<file path="config.mk">
export PLATFORM = sky130hd
export DESIGN_NAME = seg_scan_ctrl
export DESIGN_NICKNAME = d
export VERILOG_FILES = /design/src/rtl/seg_pkg.sv /design/src/rtl/seg_scan_ctrl_hex7seg.sv /design/src/rtl/seg_scan_ctrl.sv
export SDC_FILE = /design/constraint.sdc
export NUM_CORES = 1
export LEC_CHECK = 0
export ABC_CLOCK_PERIOD_IN_PS = 6300
export CORE_MARGIN = 2
export CORE_UTILIZATION = 58
export CTS_CLUSTER_DIAMETER = 100
export DETAILED_ROUTE_END_ITERATION = 16
export PLACE_DENSITY = 0.86
export SLEW_MARGIN = 20
export SYNTH_ARGS = -nofsm -noshare
export SYNTH_HDL_FRONTEND = slang
export SYNTH_SLANG_ARGS = --single-unit
</file>
<file path="constraint.sdc">
create_clock -name iClk -period 6.3 [get_ports iClk]
set_clock_uncertainty 0.1 [all_clocks]
set_input_delay 1.26 -clock iClk [delete_from_list [all_inputs] [get_ports iClk]]
set_output_delay 1.26 -clock iClk [all_outputs]
set_load 0.01 [all_outputs]
</file>
<file path="src/rtl/seg_pkg.sv">
// Shared constants, state encoding and hex-to-segment table for the
// seven-segment scan controller.
`timescale 1ns/1ps
package seg_pkg;

   localparam logic [1:0] EN_ON   = 2'b10;
   localparam logic [1:0] EN_OFF  = 2'b01;
   localparam logic [7:0] SEG_OFF = 8'hFF;

   // Active-low {g,f,e,d,c,b,a} patterns for nibbles 0..F.
   localparam logic [6:0] HEX_TABLE [16] = '{
      7'h40, 7'h79, 7'h24, 7'h30, 7'h19, 7'h12, 7'h02, 7'h78,
      7'h00, 7'h10, 7'h08, 7'h03, 7'h46, 7'h21, 7'h06, 7'h0E
   };

   typedef enum logic [1:0] {
      ST_IDLE,
      ST_SHOW,
      ST_BLANK
   } scanState_e;

endpackage

</file>
<file path="src/rtl/seg_scan_ctrl_hex7seg.sv">
// Combinational hex nibble to active-low seven-segment pattern (no dp).
`timescale 1ns/1ps
module hex7seg
   import seg_pkg::*;
(
   input  logic [3:0] iNibble,
   output logic [6:0] oSegs
);

   assign oSegs = HEX_TABLE[iNibble];

endmodule

</file>
<file path="src/rtl/seg_scan_ctrl.sv">
// Time-multiplexed scan controller for an 8-digit common-anode display,
// driving a 3-to-8 active-low decoder with a blanking gap between digits.
`timescale 1ns/1ps
module seg_scan_ctrl
   import seg_pkg::*;
#(
   parameter int DIV        = 100000,
   parameter int BLANK      = 16,
   parameter int NUM_DIGITS = 8
)(
   input  logic        iClk,
   input  logic        iRst_n,
   input  logic        iEn,
   input  logic [31:0] iValue,
   input  logic [7:0]  iDigitMask,
   input  logic [7:0]  iDp,
   output logic [2:0]  oSel,
   output logic [1:0]  oEna,
   output logic [7:0]  oSeg,
   output logic        oFrame
);

   localparam int CNT_MAX = (DIV > BLANK) ? DIV : BLANK;
   localparam int CW      = (CNT_MAX > 1) ? $clog2(CNT_MAX) : 1;

   localparam logic [CW-1:0] SHOW_LAST  = CW'(DIV - 1);
   localparam logic [CW-1:0] BLANK_LAST = CW'(BLANK - 1);
   localparam logic [2:0]    LAST_IDX   = 3'(NUM_DIGITS - 1);

   scanState_e  stateQ, stateD;
   logic [CW-1:0] cntQ, cntD;
   logic [2:0]  idxQ, idxD;
   logic [31:0] valueQ, valueD;
   logic [7:0]  dpQ, dpD;
   logic        frameStartQ, frameStartD;

   logic [2:0]  selQ, selD;
   logic [1:0]  enaQ, enaD;
   logic [7:0]  segQ, segD;
   logic        frameQ, frameD;

   logic [3:0]  nibble;
   logic [6:0]  hexSegs;

   assign nibble = valueQ[{idxQ, 2'b00} +: 4];

   hex7seg uHex (
      .iNibble (nibble),
      .oSegs   (hexSegs)
   );

   // Frame latch happens only on entry to digit 0, so a frame never mixes values.
   always_comb begin
      stateD      = stateQ;
      cntD        = cntQ;
      idxD        = idxQ;
      valueD      = valueQ;
      dpD         = dpQ;
      frameStartD = 1'b0;
      case (stateQ)
         ST_IDLE: begin
            if (iEn) begin
               stateD      = ST_SHOW;
               cntD        = '0;
               idxD        = '0;
               valueD      = iValue;
               dpD         = iDp;
               frameStartD = 1'b1;
            end
         end
         ST_SHOW: begin
            if (cntQ == SHOW_LAST) begin
               stateD = ST_BLANK;
               cntD   = '0;
            end else begin
               cntD = cntQ + 1'b1;
            end
         end
         ST_BLANK: begin
            if (cntQ == BLANK_LAST) begin
               stateD = ST_SHOW;
               cntD   = '0;
               if (idxQ == LAST_IDX) begin
                  idxD        = '0;
                  valueD      = iValue;
                  dpD         = iDp;
                  frameStartD = 1'b1;
               end else begin
                  idxD = idxQ + 1'b1;
               end
            end else begin
               cntD = cntQ + 1'b1;
            end
         end
         default: stateD = ST_IDLE;
      endcase
      if (!iEn) begin
         stateD      = ST_IDLE;
         cntD        = '0;
         idxD        = '0;
         frameStartD = 1'b0;
      end
   end

   // Dropping iEn blanks at the very next edge so the decoder is never left lit.
   always_comb begin
      selD   = idxQ;
      enaD   = EN_OFF;
      segD   = SEG_OFF;
      frameD = frameStartQ & iEn;
      if (iEn && (stateQ == ST_SHOW) && !iDigitMask[idxQ]) begin
         enaD = EN_ON;
         segD = {~dpQ[idxQ], hexSegs};
      end
   end

   always_ff @(posedge iClk or negedge iRst_n) begin
      if (!iRst_n) begin
         stateQ      <= ST_IDLE;
         cntQ        <= '0;
         idxQ        <= '0;
         valueQ      <= '0;
         dpQ         <= '0;
         frameStartQ <= 1'b0;
         selQ        <= '0;
         enaQ        <= EN_OFF;
         segQ        <= SEG_OFF;
         frameQ      <= 1'b0;
      end else begin
         stateQ      <= stateD;
         cntQ        <= cntD;
         idxQ        <= idxD;
         valueQ      <= valueD;
         dpQ         <= dpD;
         frameStartQ <= frameStartD;
         selQ        <= selD;
         enaQ        <= enaD;
         segQ        <= segD;
         frameQ      <= frameD;
      end
   end

   assign oSel   = selQ;
   assign oEna   = enaQ;
   assign oSeg   = segQ;
   assign oFrame = frameQ;

endmodule

</file>
; ---- After elaboration in Yosys (flattened, before gate mapping)
; Memories as Yosys holds them, arrays and structs flattened.
; Index checks and enable logic that the tools add are counted.
[op_classes]
shifts = 1
n_addsub = 2
n_lt_le_gt_ge = 2
eq_ne = 12
n_reduce_logical = 8
bitwise_logic = 3
muxes = 32
[ops]
columns = operator, count
row1 = two-way mux 32 bit, 3
row2 = case mux 32 bit (2 select lines), 1
row3 = two-way mux 17 bit, 3
row4 = case mux 17 bit (3 select lines), 1
row5 = two-way mux 8 bit, 4
row6 = variable part select 32 x 6 -> 4 bit, 1
row7 = adder 17 x 1 -> 17 bit (second input constant), 1
row8 = == test 17 bit (second input constant), 1
row9 = == test 17 x 4 -> 1 bit (second input constant), 1
row10 = case mux 8 bit (2 select lines), 1
row11 = two-way mux 7 bit, 2
row12 = two-way mux 3 bit, 3
row13 = two-way mux 2 bit, 4
row14 = binary-select mux 1 bit (select 3 bit), 2
row15 = inequality test 2 bit (second input constant), 3
row16 = inequality test 3 bit (second input constant), 2
row17 = case mux 2 bit (3 select lines), 1
row18 = case mux 3 bit (2 select lines), 1
row19 = greater-or-equal comparator 5 bit (second input constant), 1
row20 = two-way mux 1 bit, 5
row21 = NOT 4 -> 5 bit, 1
row22 = less-than comparator 3 x 4 -> 1 bit (second input constant), 1
row23 = inequality test 4 x 1 -> 1 bit (second input constant), 1
row24 = AND reduction 2 bit, 2
row25 = other kinds (13), 14
[totals]
mem_bits_ro = 112
inputBits = 51
n_memories = 1
reg_bits = 77
out_inout_bits = 14
elab_cells = 71
[memory_table]
columns = memory, words, width, read_ports, rd_clocked_by_memory_dff, wr, line_no
row1 = (name not given), 16, 7, 1, 0, 0, seg_scan_ctrl_hex7seg.sv:10  ; assign oSegs = HEX_TABLE[iNibble];

; ---- Logic depth before layout (Yosys ltp)
; Gate-level depths: netlist of run 1.
[logic_depth]
word_depth = 6
ltp_mapped = 8

; ---- Cells and area by module
; A second synthesis of run 1 with hierarchy kept.
[hier_totals]
hier_cells = 325
area_unflattened_um2 = 3940.0
[by_module_without_submodules]
columns = mod, cells_each, instances, area_per_inst_um2
row1 = seg_scan_ctrl, 292, 1, 3671.0
row2 = hex7seg, 33, 1, 269.0

; ---- Least setup slack after synthesis of run 1
; OpenSTA, ideal clock, no wires.
[synth_timing]
kind = input to register
startpoint = in iDigitMask[3]
endpoint = reg segQ[1], in the netlist oSeg[1]
setup_ns = 0.102
required_time_ns = 6.098
t_arrival_ns = 2.354
stages = 5
slack_ns = 3.744
path_cell_list = mux4_2 mux2i_1 and3_1 clkbuf_1 o221ai_1
[synth_between]
elab_chain_cells = 5
[synth_lines]
columns = item, line_no
row1 = "start, declared", seg_scan_ctrl.sv:15  ; input logic [7:0] iDigitMask,
row2 = binary-select mux 1 bit (select 3 bit), seg_scan_ctrl.sv:111  ; if (iEn && (stateQ == ST_SHOW) && !iDigitMask[idxQ]) begin
row3 = two-way mux 1 bit (implied by the code), seg_scan_ctrl.sv:111
row4 = logical NOT 1 bit, seg_scan_ctrl.sv:111
row5 = logical AND 1 bit, seg_scan_ctrl.sv:111
row6 = two-way mux 8 bit, seg_scan_ctrl.sv:111
row7 = named net segD[1], seg_scan_ctrl.sv:39  ; logic [7:0] segQ, segD;
row8 = "end signal, assigned", seg_scan_ctrl.sv:138  ; segQ <= segD;
row9 = "end, declared", seg_scan_ctrl.sv:39
; The timed path passes the listed nets, and every way through them passes these cells. The select of a mux whose other input is x is not followed.
; A chain may end at the register's enable or synchronous reset.

; ---- Final worst setup path of run 1
[layout_timing]
startpoint = reg idxQ[0]
endpoint = reg segQ[3], in the netlist oSeg[3]
[layout_between]
elab_chain_cells = 6
elab_cells_between_ends = 10
classes_between = shift (1) / mux (5) / bitwise (1) / reduce/logical (2) / memory (1)
[layout_lines]
columns = item, line_no
row1 = "start, declared", seg_scan_ctrl.sv:32  ; logic [2:0] idxQ, idxD;
row2 = "start signal, assigned", seg_scan_ctrl.sv:132  ; idxQ <= idxD;
row3 = variable part select 32 x 6 -> 4 bit, seg_scan_ctrl.sv:45  ; assign nibble = valueQ[{idxQ, 2'b00} +: 4];
row4 = NOT 4 -> 5 bit (implied by the code), seg_scan_ctrl_hex7seg.sv:10
row5 = memory read (16 x 7 bit), n/a
row6 = two-way mux 7 bit (implied by the code) (2 in series), seg_scan_ctrl_hex7seg.sv:10
row7 = two-way mux 8 bit (*), seg_scan_ctrl.sv:111
row8 = named net segD[3], seg_scan_ctrl.sv:39
; Mark *: on every way through the listed nets, which the timed path passes. The rest lies on a longest branch. The select of a mux whose other input is x is not followed.

==> metrics.md, run 1 <==
| Metric | Value |
|---|---|
| Outcome | `complete, no violations` |
| DIE WIDTH | `87.6 um` |
| Max-slew violation count | `0` |
| Dominant cell by count in the synthesized netlist | `dfrtp_1` |
| Critical path peak fanout | `14` |
| Hold path cells | `1` |
| RR Startpoint | `idxQ[0]` |
| Die Ht | `87.6 um` |
| Xor and xnor area share after synthesis | `0.432%` |
| Cts repair resizes | `0` |
| Via/cell ratio | `5.62` |
| Fillers | `478` |
| Io pins | `65` |
| Hold_buf cts | `0` |
| Crit path DAT | `3.17 ns` |
| Final setup viols | `0` |
| Synth Cell Area | `0.00405 mm2` |
| TritonCTS buffer count | `9` |
| Crit Path Category | `reg -> reg` |
| NumNets Final | `436` |
| Hold Path Sink | `oFrame` |
| Buf/Inv on CP | `1` |
| Post-synth EDFFs | `0` |
| Drt pass-1 iters | `4` |
| Tcrit/Tclk final | `47.7%` |
| Reg-to-reg critical path endpoint | `oSeg[3]` |
| Fmax | `0.333 GHz` |
| Syn avg cell area | `13.1 um2` |
| Largest family of logic cells by synthesized area | `multiplexers` |
| Final ANT Viol Nets | `0` |
| Clock Tree Buf Depth | `2` |
| Worst r2r path cells | `7` |
| Layout Utilization | `72.1%` |
| Global route overflow | `0` |
| Synth top cells by count | `dfrtp_1 (68), mux2_4 (40), nand2_1 (23), ha_1 (13)` |
| Port bufs | `64` |
| First-pass GRT wire length | `13.1 mm` |
| Post-synth ARST share | `100%` |
| Crit path time final | `3.01 ns` |
| Largest net degree at the start of global routing | `78` |
| Final wirelength | `7.89 mm` |
| Setup repair bufs after CTS | `0` |
| CP Data Required Time | `6.47 ns` |
| Worst slew pin tran | `0.921 ns` |
| Share of the synthesized area in the top cell type | `42.0%` |
| Synth cell types | `42` |
| Yosys top cell by area | `dfrtp_1` |
| Diode count | `0` |
| Maximum VDD drop | `0.261 mV` |
| Synth Area in Adders | `4.02%` |
| Row Count | `30` |
| Reg clk slew, reported paths | `0.09 ns` |
| Complex-gate fraction of the synthesized area | `8.77%` |
| Vias in the first global route | `2659` |
| WL per Instance | `16.7 um` |
| Hold_sp | `frameStartQ` |
| Most used DFF post-synth | `dfrtp_1` |
| CTS tree | `built` |
| Total negative slack | `0 ns` |
| Detail Placement HPWL | `5.34 mm` |
| Starting Density | `59.6%` |
| Synth Net Count | `373` |
| Drt drc | `0` |
| 1st-iter DRT viols | `125` |
| R2R Setup Slk | `3.29 ns` |
| Clock sink count | `77` |
| Flops & latches, synth | `77` |
| Top delay family on crit path | `multiplexers` |
| Post-synthesis sequential area ratio | `47.9%` |
| Hold/Removal Path Class | `reg -> reg` |
| Leakage | `0.00215 uW` |
| Clock H-tree levels | `3` |
| Initial antenna violation count | `0` |
| RSZ-0062 raised after global routing | `no` |
| Share of cells above drive strength 1 | `25.5%` |
| CTS Root Cell | `clkbuf_8` |
| Slowest cell delay on critical path | `0.88 ns` |
| Slowest CP cell | `dfrtp_1` |
| Simple-gate share of the synthesized area | `10.2%` |
| Top post-synthesis cells by area | `dfrtp_1 (42%), mux2_4 (15%), mux4_2 (6.7%)` |
| Mux contribution to synthesized area | `24.8%` |
| CP startpoint kind | `flop` |
| Clk_lat worst skew | `0.35 ns` |
| Hold Fails Final Rpt | `0` |
| Tot GR Track Use | `22.5%` |
| Via count | `2659` |
| Max cap viols | `0` |
| Critical path cell sequence | `mux4_2 -> mux2i_1 -> inv_1 -> ha_1 -> nor2b_1 -> a211oi_1 -> o21ai_0` |
| Cells after synthesis | `309` |
| Die area | `0.00767 mm2` |
| GPL Wtd Cong | `0.860` |
| Area grow syn2layout | `20.9%` |
| Ys Warns | `0` |
| Relative slew slack | `36.9%` |
| Pwr Density | `417 mW/mm2` |
| Core ar. | `0.00679 mm2` |
| Crit path capture type | `flop` |
| Hold Slack | `0.375 ns` |
## worst max path at each step
stage / start / slack (ns) / cells after the start / end
final: idxQ[0] / 3.29 / 7 / oSeg[3]
after global routing: idxQ[0] / 3.03 / 7 / oSeg[3]
after CTS: idxQ[1] / 3.14 / 5 / oSeg[4]
after detailed placement: iEn / 3.03 / 4 / valueQ[1]
after global placement: iEn / 3.07 / 4 / dpQ[5]
after floorplan: iDigitMask[3] / 3.74 / 5 / oSeg[1]
## logic make-up (layout without fill, tap and decap cells)
kind of cell | count (synthesis) | in the layout
flip-flops | 77 | 77
multiplexers | 65 | 65
XOR/XNOR | 2 | 2
adder cells (fa/ha/maj) | 13 | 13
AO/OA/AOI/OAI | 52 | 52
AND/OR/NAND/NOR | 77 | 77
buffers and inverters | 23 | 91
## state kept, by name, indices dropped and copies added, names as in the netlist
register,flops
cntQ,17
valueQ,32
stateQ,2
dpQ,8
oFrame,1
idxQ,3
oEna,2
oSel,3
frameStartQ,1
oSeg,8
## layer usage
metal  share of wire [%]  track usage, %  up-vias
met5                   0               0        -
met1                  46            32.2     1300
met3                 5.1            3.30       13
met2                  48            35.1       89
li1                    -               -     1257
met4                 1.7            8.81        0
## power breakdown
group          internal [uW]  switching [uW]  total [uW]
Sequential               661             100         761
Clock                    160             195         355
Combinational            544             380         924
## cell usage in the layout (no fill, tap or decap), types with 2 or more instances in the layout
cell / synthesis / final
a211oi_1: 4 / 4
a21o_1: 3 / 3
a21oi_1: 9 / 9
a22o_1: 4 / 4
a31oi_1: 8 / 8
and2_1: 4 / 4
and3_1: 3 / 3
buf_4: 0 / 3
clkbuf_8: 0 / 10
clkdlybuf4s50_1: 0 / 63
clkinv_4: 0 / 3
dfrtp_1: 68 / 68
dfstp_2: 9 / 9
ha_1: 13 / 13
inv_1: 9 / 9
mux2_2: 4 / 4
mux2_4: 40 / 40
mux2i_1: 9 / 8
mux4_2: 12 / 12
nand2_1: 23 / 23
nand2_2: 2 / 2
nand2b_1: 4 / 4
nand3_1: 12 / 12
nand3b_1: 2 / 2
nor2_1: 7 / 7
nor2b_1: 5 / 5
nor3_1: 3 / 3
nor4_1: 2 / 2
o211ai_1: 2 / 2
o21ai_0: 12 / 12
o221ai_1: 3 / 3
o22ai_1: 3 / 3
o31ai_2: 2 / 2
or2_2: 3 / 3
or3_1: 2 / 2
xor2_1: 2 / 2
## area by class of cell
class                      instances  area, um2  share of cell area, %
clock buffer                      10        138                   2.81
clock inverter                     6       53.8                   1.10
inverter                           9       33.8                  0.690
multi-input combinational        209       1960                   40.0
sequential                        77       1940                   39.6
tap                               96        120                   2.45
timing repair buffer              66        653                   13.3
## metrics by stage
stage                     instances  power, uW  setup WS (ns)  cell area [um2]
final                           473       2040           3.29             4900
after global placement          457       1640           3.07             4700
after CTS                       473       2040           3.14             4890
after global routing            473       2160           3.03             4900
after floorplan                 309       1560           3.74             4050
after detailed placement        457       1680           3.03             4700
(Power assumes the default switching activity.)
==> inputs of run 2 (changes only) <==
Settings changed: ABC_CLOCK_PERIOD_IN_PS 6300 to 2700, CORE_UTILIZATION 58 to 49, PLACE_DENSITY 0.86 to 0.77.
Clock period 6.3 ns to 2.7 ns, I/O delays scaled along.
==> run 2 against run 1 <==
- power up 140%
- first-iteration DRC count up 16%
- cell area up 2.2%
- register-to-register slack worse by 3.1 ns
- non-clock buffer count up 11
- hold slack worse by 0.32 ns
- critical endpoint unchanged
==> metrics.md, run 2 (synthesis results as in run 1) <==
| Metric | Value |
|---|---|
| Outcome | `complete, no violations` |
| Setup repair bufs after CTS | `0 (unchanged)` |
| Share of cells above drive strength 1 | `27.1% (+1.6 points)` |
| Via count | `2681 (+0.83%)` |
| Worst slack, placed | `0.225 ns (-2.81 ns)` |
| Crit Path Category | `reg -> reg` |
| Grt met1 use | `27.6% (-4.5 points)` |
| Final ANT Viol Nets | `0 (unchanged)` |
| Worst r2r path cells | `6 (-1)` |
| Cts repair resizes | `0 (unchanged)` |
| Sequential share of power | `36.0% (-1.3 points)` |
| Worst slew pin tran | `0.721 ns (-0.200 ns)` |
| CP startpoint kind | `flop` |
| Starting Density | `50.0% (-9.6 points)` |
| Clock sink count | `77 (unchanged)` |
| RR Startpoint | `idxQ[0]` |
| Diode count | `0 (unchanged)` |
| Logic gate share of total power | `46.0% (+0.7 points)` |
| Hold Fails Final Rpt | `0 (unchanged)` |
| CP Data Required Time | `2.87 ns (-3.60 ns)` |
| Max-slew violation count | `0 (unchanged)` |
| NumNets Final | `447 (+2.5%)` |
| Total negative slack | `0 ns (unchanged)` |
| Critical path peak fanout | `8 (-6)` |
| RSZ-0062 raised after global routing | `no` |
| Crit path capture type | `flop` |
| Tot GR Track Use | `20.0% (-2.4 points)` |
| Core ar. | `0.00809 mm2 (+19%)` |
| Initial antenna violation count | `0 (unchanged)` |
| GR Util met3 | `3.03% (-0.27 points)` |
| Io pins | `65 (unchanged)` |
| Drt drc | `0 (unchanged)` |
| Largest regs | `valueQ: 32 flops, cntQ: 17 flops` |
| Net Sw Frac | `32.2% (-0.96 points)` |
| CTS Root Cell | `clkbuf_8` |
| Crit path DAT | `2.65 ns (-0.52 ns)` |
| Most flop-heavy register | `valueQ` |
| Hold Slack | `0.0575 ns (-0.318 ns)` |
| Reg-to-reg critical path endpoint | `oSeg[3]` |
| Clk network pwr share | `18.1% (+0.7 points)` |
| Hold/Removal Path Class | `in -> async` |
| Fillers | `664 (+39%)` |
| Largest net degree at the start of global routing | `41 (-47%)` |
| Crit path time final | `2.48 ns (-0.527 ns)` |
| CTS tree | `built` |
| Top Usage Layer GRT | `met2` |
| Clock H-tree levels | `3 (unchanged)` |
| WL per Instance | `16.6 um (-0.22%)` |
| Global route overflow | `0 (unchanged)` |
| Area grow syn2layout | `23.6%` |
| Placed Cells | `477 (+4.4%)` |
| Largest register FFs | `32 (unchanged)` |
| Drt pass-1 iters | `4 (unchanged)` |
| Internal | `3300 uW (+140%)` |
| Die area | `0.00901 mm2 (+17%)` |
| Detail Placement HPWL | `5.81 mm (+8.8%)` |
| Vias in the first global route | `2708 (+1.8%)` |
| Met2 usage | `32.5% (-2.5 points)` |
| Final setup viols | `0 (unchanged)` |
| Reg clk slew, reported paths | `0.09 ns (about the same)` |
| Port bufs | `64 (unchanged)` |
| Tcrit/Tclk final | `91.9% (+44 points)` |
| Maximum VDD drop | `0.525 mV (+100%)` |
| Clock Tree Buf Depth | `2 (unchanged)` |
| Final wirelength | `8.20 mm (+4.0%)` |
| DIE WIDTH | `94.9 um (+8.4%)` |
| TritonCTS buffer count | `9 (unchanged)` |
| Via/cell ratio | `5.44 (-3.3%)` |
| Commonest non-fill, non-tap cell in the layout | `dfrtp_1` |
| Fmax | `0.403 GHz (+21%)` |
| First-pass GRT wire length | `13.7 mm (+4.5%)` |
| Total chip power | `4860 uW (+140%)` |
| Leakage | `0.00220 uW (+2.6%)` |
| Die Ht | `94.9 um (+8.4%)` |
| 1st-iter DRT viols | `145 (+16%)` |
| Commonest cells after routing, fill and taps aside | `dfrtp_1 (68), clkdlybuf4s50_1 (63), mux2_4 (40)` |
| Hold_buf cts | `0 (unchanged)` |
| Non-Filler Instances | `493 (+4.2%)` |
| R2R Setup Slk | `0.22 ns (-3.07 ns)` |
| GPL Wtd Cong | `0.870 (+1.2%)` |
| Net Sw Power | `1560 uW (+130%)` |
| Clk_lat worst skew | `0.34 ns (about the same)` |
| Row Count | `33 (+10%)` |
| Relative slew slack | `52.0% (+15 points)` |
| Pwr Density | `970 mW/mm2 (+130%)` |
| Max cap viols | `0 (unchanged)` |
| Final worst setup slack | `0.220 ns (-3.07 ns)` |
==> run 2: cell count changes in the layout (fill, tap and decap cells not counted), sizes merged <==
cell and change:
buf +11, clkinvlp +1, clkinv -2, bufinv +1
==> run 2: metal layers <==
layer	share of wire, %	wire length [um]	vias up
met2	48	3950	54
met4	1.4	118	0
met5	0	0	-
li1	-	-	1275
met1	48	3920	1342
met3	2.6	215	10
==> run 2: worst max-delay path: stages, from the launching register on <==
cell     delay [ns]
dfrtp_1        0.62
mux4_2         0.57
mux2_2         0.35
inv_1          0.13
ha_1           0.27
o211a_1        0.22
o21ai_0        0.14
==> run 2: worst max path at each step <==
stage / startpoint / end / slack [ns]
3_3_place_gp: idxQ[0] / oSeg[3] / 0.24
6_report: idxQ[0] / oSeg[3] / 0.22
2_1_floorplan: idxQ[0] / oSeg[3] / 0.31
3_5_place_dp: idxQ[0] / oSeg[3] / 0.22
5_1_grt: idxQ[0] / oSeg[3] / 0.04
4_1_cts: idxQ[0] / oSeg[3] / 0.19
==> run 2: area by class of cell <==
class | instances | area [um2] | share of cell area (%)
Sequential cell | 77 | 1940 | 38.7
Clock inverter | 6 | 71.3 | 1.42
Timing Repair Buffer | 77 | 748 | 14.9
Tap cell | 105 | 131 | 2.62
Clock buffer | 10 | 128 | 2.55
Multi-Input combinational cell | 209 | 1960 | 39.1
Inverter | 9 | 33.8 | 0.675
==> run 2: through the flow <==
| step | utilization, % | instance area, um2 |
|---|---|---|
| floorplan | - | 4050 |
| global placement | 59.4 | 4810 |
| detailed placement | 59.4 | 4810 |
| CTS | 61.9 | 5010 |
| global route | 61.9 | 5010 |
| finish | 61.9 | 5010 |
==> run 2: power by group through the flow <==
stage | clock network (uW) | registers [uW] | logic, uW
after floorplan | 0 | 1710 | 1940
after global placement | 0 | 1750 | 2150
after detailed placement | 0 | 1770 | 2220
after CTS | 893 | 1750 | 2240
after global routing | 947 | 1790 | 2400
final | 877 | 1750 | 2230
==> inputs of run 3 (changes only) <==
Settings changed: GPL_TIMING_DRIVEN set to 0.
==> run 3 against run 2 <==
- non-clock buffer count is 2 higher
- die area stayed put
- hold slack worse by 0.015 ns
- sequential power hardly changed
- combinational power is 10% higher
- clock-buffer cell count stayed put
- register-to-register slack worse by 0.08 ns
- largest power group unchanged
==> metrics.md, run 3 (synthesis results as in run 1) <==
| Metric | Value |
|---|---|
| Multi-input gate area | `0.00198 mm2 (+1.3%)` |
| Critical path cell sequence | `buf_6 -> mux4_2 -> mux2_2 -> ha_1 -> nor2b_1 -> a211oi_1 -> o21ai_0` |
| Crit path DAT | `2.71 ns (+0.06 ns)` |
| Slowest cell delay on critical path | `0.55 ns (-0.07 ns)` |
| Outcome | `complete, no violations` |
| Port bufs | `64 (unchanged)` |
| Pwr Density | `1000 mW/mm2 (+3.3%)` |
| Vias in the first global route | `2731 (+0.85%)` |
| Hold/Removal Path Class | `in -> async` |
| Clock H-tree levels | `3 (unchanged)` |
| Commonest cells after routing, fill and taps aside | `dfrtp_1 (66), clkdlybuf4s50_1 (63), mux2_4 (40)` |
| Reg-to-reg critical path endpoint | `oSeg[3]` |
| CTS tree | `built` |
| Global route overflow | `0 (unchanged)` |
| Max cap viols | `0 (unchanged)` |
| Detail Placement HPWL | `6.01 mm (+3.4%)` |
| Top delay family on crit path | `multiplexers` |
| Crit Path Category | `reg -> reg` |
| Critical path peak fanout | `10 (+2)` |
| DIE WIDTH | `94.9 um (unchanged)` |
| CP startpoint kind | `flop` |
| Crit path capture type | `flop` |
| Initial antenna violation count | `0 (unchanged)` |
| Via/cell ratio | `5.59 (+2.9%)` |
| Reg clk slew, reported paths | `0.09 ns (about the same)` |
| Final setup viols | `0 (unchanged)` |
| Total chip power | `5090 uW (+4.8%)` |
| Hold_buf cts | `0 (unchanged)` |
| Hold Fails Final Rpt | `0 (unchanged)` |
| Largest regs | `valueQ: 32 flops, cntQ: 17 flops` |
| Drt pass-1 iters | `4 (unchanged)` |
| Io pins | `65 (unchanged)` |
| Relative slew slack | `59.8% (+7.8 points)` |
| Commonest non-fill, non-tap cell in the layout | `dfrtp_1` |
| WL per Instance | `16.9 um (+1.5%)` |
| Final ANT Viol Nets | `0 (unchanged)` |
| RR Startpoint | `idxQ[0]` |
| Die area | `0.00901 mm2 (unchanged)` |
| Share of cells above drive strength 1 | `26.9% (-0.14 points)` |
| Die Ht | `94.9 um (unchanged)` |
| Tcrit/Tclk final | `94.7% (+2.8 points)` |
| Leakage | `0.00221 uW (+0.25%)` |
| GPL Wtd Cong | `0.872 (+0.22%)` |
| 1st-iter DRT viols | `103 (-29%)` |
| Via count | `2769 (+3.3%)` |
| Clock sink count | `77 (unchanged)` |
| Fmax | `0.391 GHz (-3.0%)` |
| Worst slew pin tran | `0.595 ns (-0.125 ns)` |
| Clk_lat worst skew | `0.35 ns (about the same)` |
| CP Data Required Time | `2.85 ns (-0.02 ns)` |
| Worst r2r path cells | `7 (+1)` |
| RSZ-0062 raised after global routing | `no` |
| R2R Setup Slk | `0.14 ns (-0.08 ns)` |
| Maximum VDD drop | `0.537 mV (+2.3%)` |
| TritonCTS buffer count | `9 (unchanged)` |
| First-pass GRT wire length | `13.7 mm (-0.45%)` |
| Hold Slack | `0.0425 ns (-0.0149 ns)` |
| Max-slew violation count | `0 (unchanged)` |
| Buf/Inv on CP | `1 (unchanged)` |
| Slowest CP cell | `mux4_2` |
| Area grow syn2layout | `25.4%` |
| Fillers | `662 (-0.30%)` |
| Core ar. | `0.00809 mm2 (unchanged)` |
| Row Count | `33 (unchanged)` |
| Crit path time final | `2.56 ns (+0.0759 ns)` |
| Diode count | `0 (unchanged)` |
| Largest net degree at the start of global routing | `40 (-2.4%)` |
| Final wirelength | `8.36 mm (+1.9%)` |
| Starting Density | `50.0% (unchanged)` |
| Clock Tree Buf Depth | `2 (unchanged)` |
| Register area | `0.00194 mm2 (+0.13%)` |
| Drt drc | `0 (unchanged)` |
| Tot GR Track Use | `20.1% (+0.031 points)` |
| CTS Root Cell | `clkbuf_8` |
| Most flop-heavy register | `valueQ` |
| NumNets Final | `449 (+0.45%)` |
| Largest register FFs | `32 (unchanged)` |
-- run 3: cell type report --
| class | count | share of cell area [%] |
|---|---|---|
| Multi-Input combinational cell | 209 | 39.0 |
| Clock buffer | 10 | 2.51 |
| Timing Repair Buffer | 65 | 13.0 |
| Sequential cell | 77 | 38.2 |
| Inverter | 9 | 0.665 |
| Clock inverter | 6 | 1.43 |
| Buffer | 14 | 2.64 |
| Tap cell | 105 | 2.59 |
-- run 3: timing repair --
item / in CTS / in global routing
resized for setup: 4 / 6
endpoints found under the setup margin: 5 / 12
buffers inserted: 0 / 0
-- run 3: how the worst max path moves through the flow --
stage                     to  cells after the start      start  slack [ns]
global route        cntQ[11]                      8  stateQ[0]       0.003
finish               oSeg[3]                      7    idxQ[0]        0.14
floorplan            oSeg[3]                      7    idxQ[0]        0.31
CTS                  oSeg[3]                      7    idxQ[0]        0.02
global placement    cntQ[15]                      1     iRst_n       -1.57
detailed placement   oSeg[4]                      8    idxQ[1]       -0.17
-- run 3: per-stage QoR --
| step | setup WS (ns) | setup TNS, ns | instance area, um2 | cells | util, % |
|---|---|---|---|---|---|
| 2_1_floorplan | 0.314 | 0 | 4050 | 309 | - |
| 3_3_place_gp | -1.57 | -112.90 | 4820 | 478 | 59.6 |
| 3_5_place_dp | -0.166 | -0.333 | 4840 | 479 | 59.8 |
| 4_1_cts | 0.0157 | 0 | 5050 | 495 | 62.4 |
| 5_1_grt | 0.00269 | 0 | 5080 | 495 | 62.8 |
| 6_report | 0.144 | 0 | 5080 | 495 | 62.8 |
-- run 3: layer usage --
metal	vias to the layer above	global-route usage, %	share of wire [%]
li1	1288	-	-
met1	1400	26.7	44
met2	72	33.2	50
met3	9	3.27	4.4
met4	0	7.61	1.5
met5	-	0	0
-- run 3: power by group --
group	total (uW)	internal, uW	switching, uW
logic	2460	1460	998
clock network	885	437	447
registers	1750	1540	204
total	5090	3440	1650
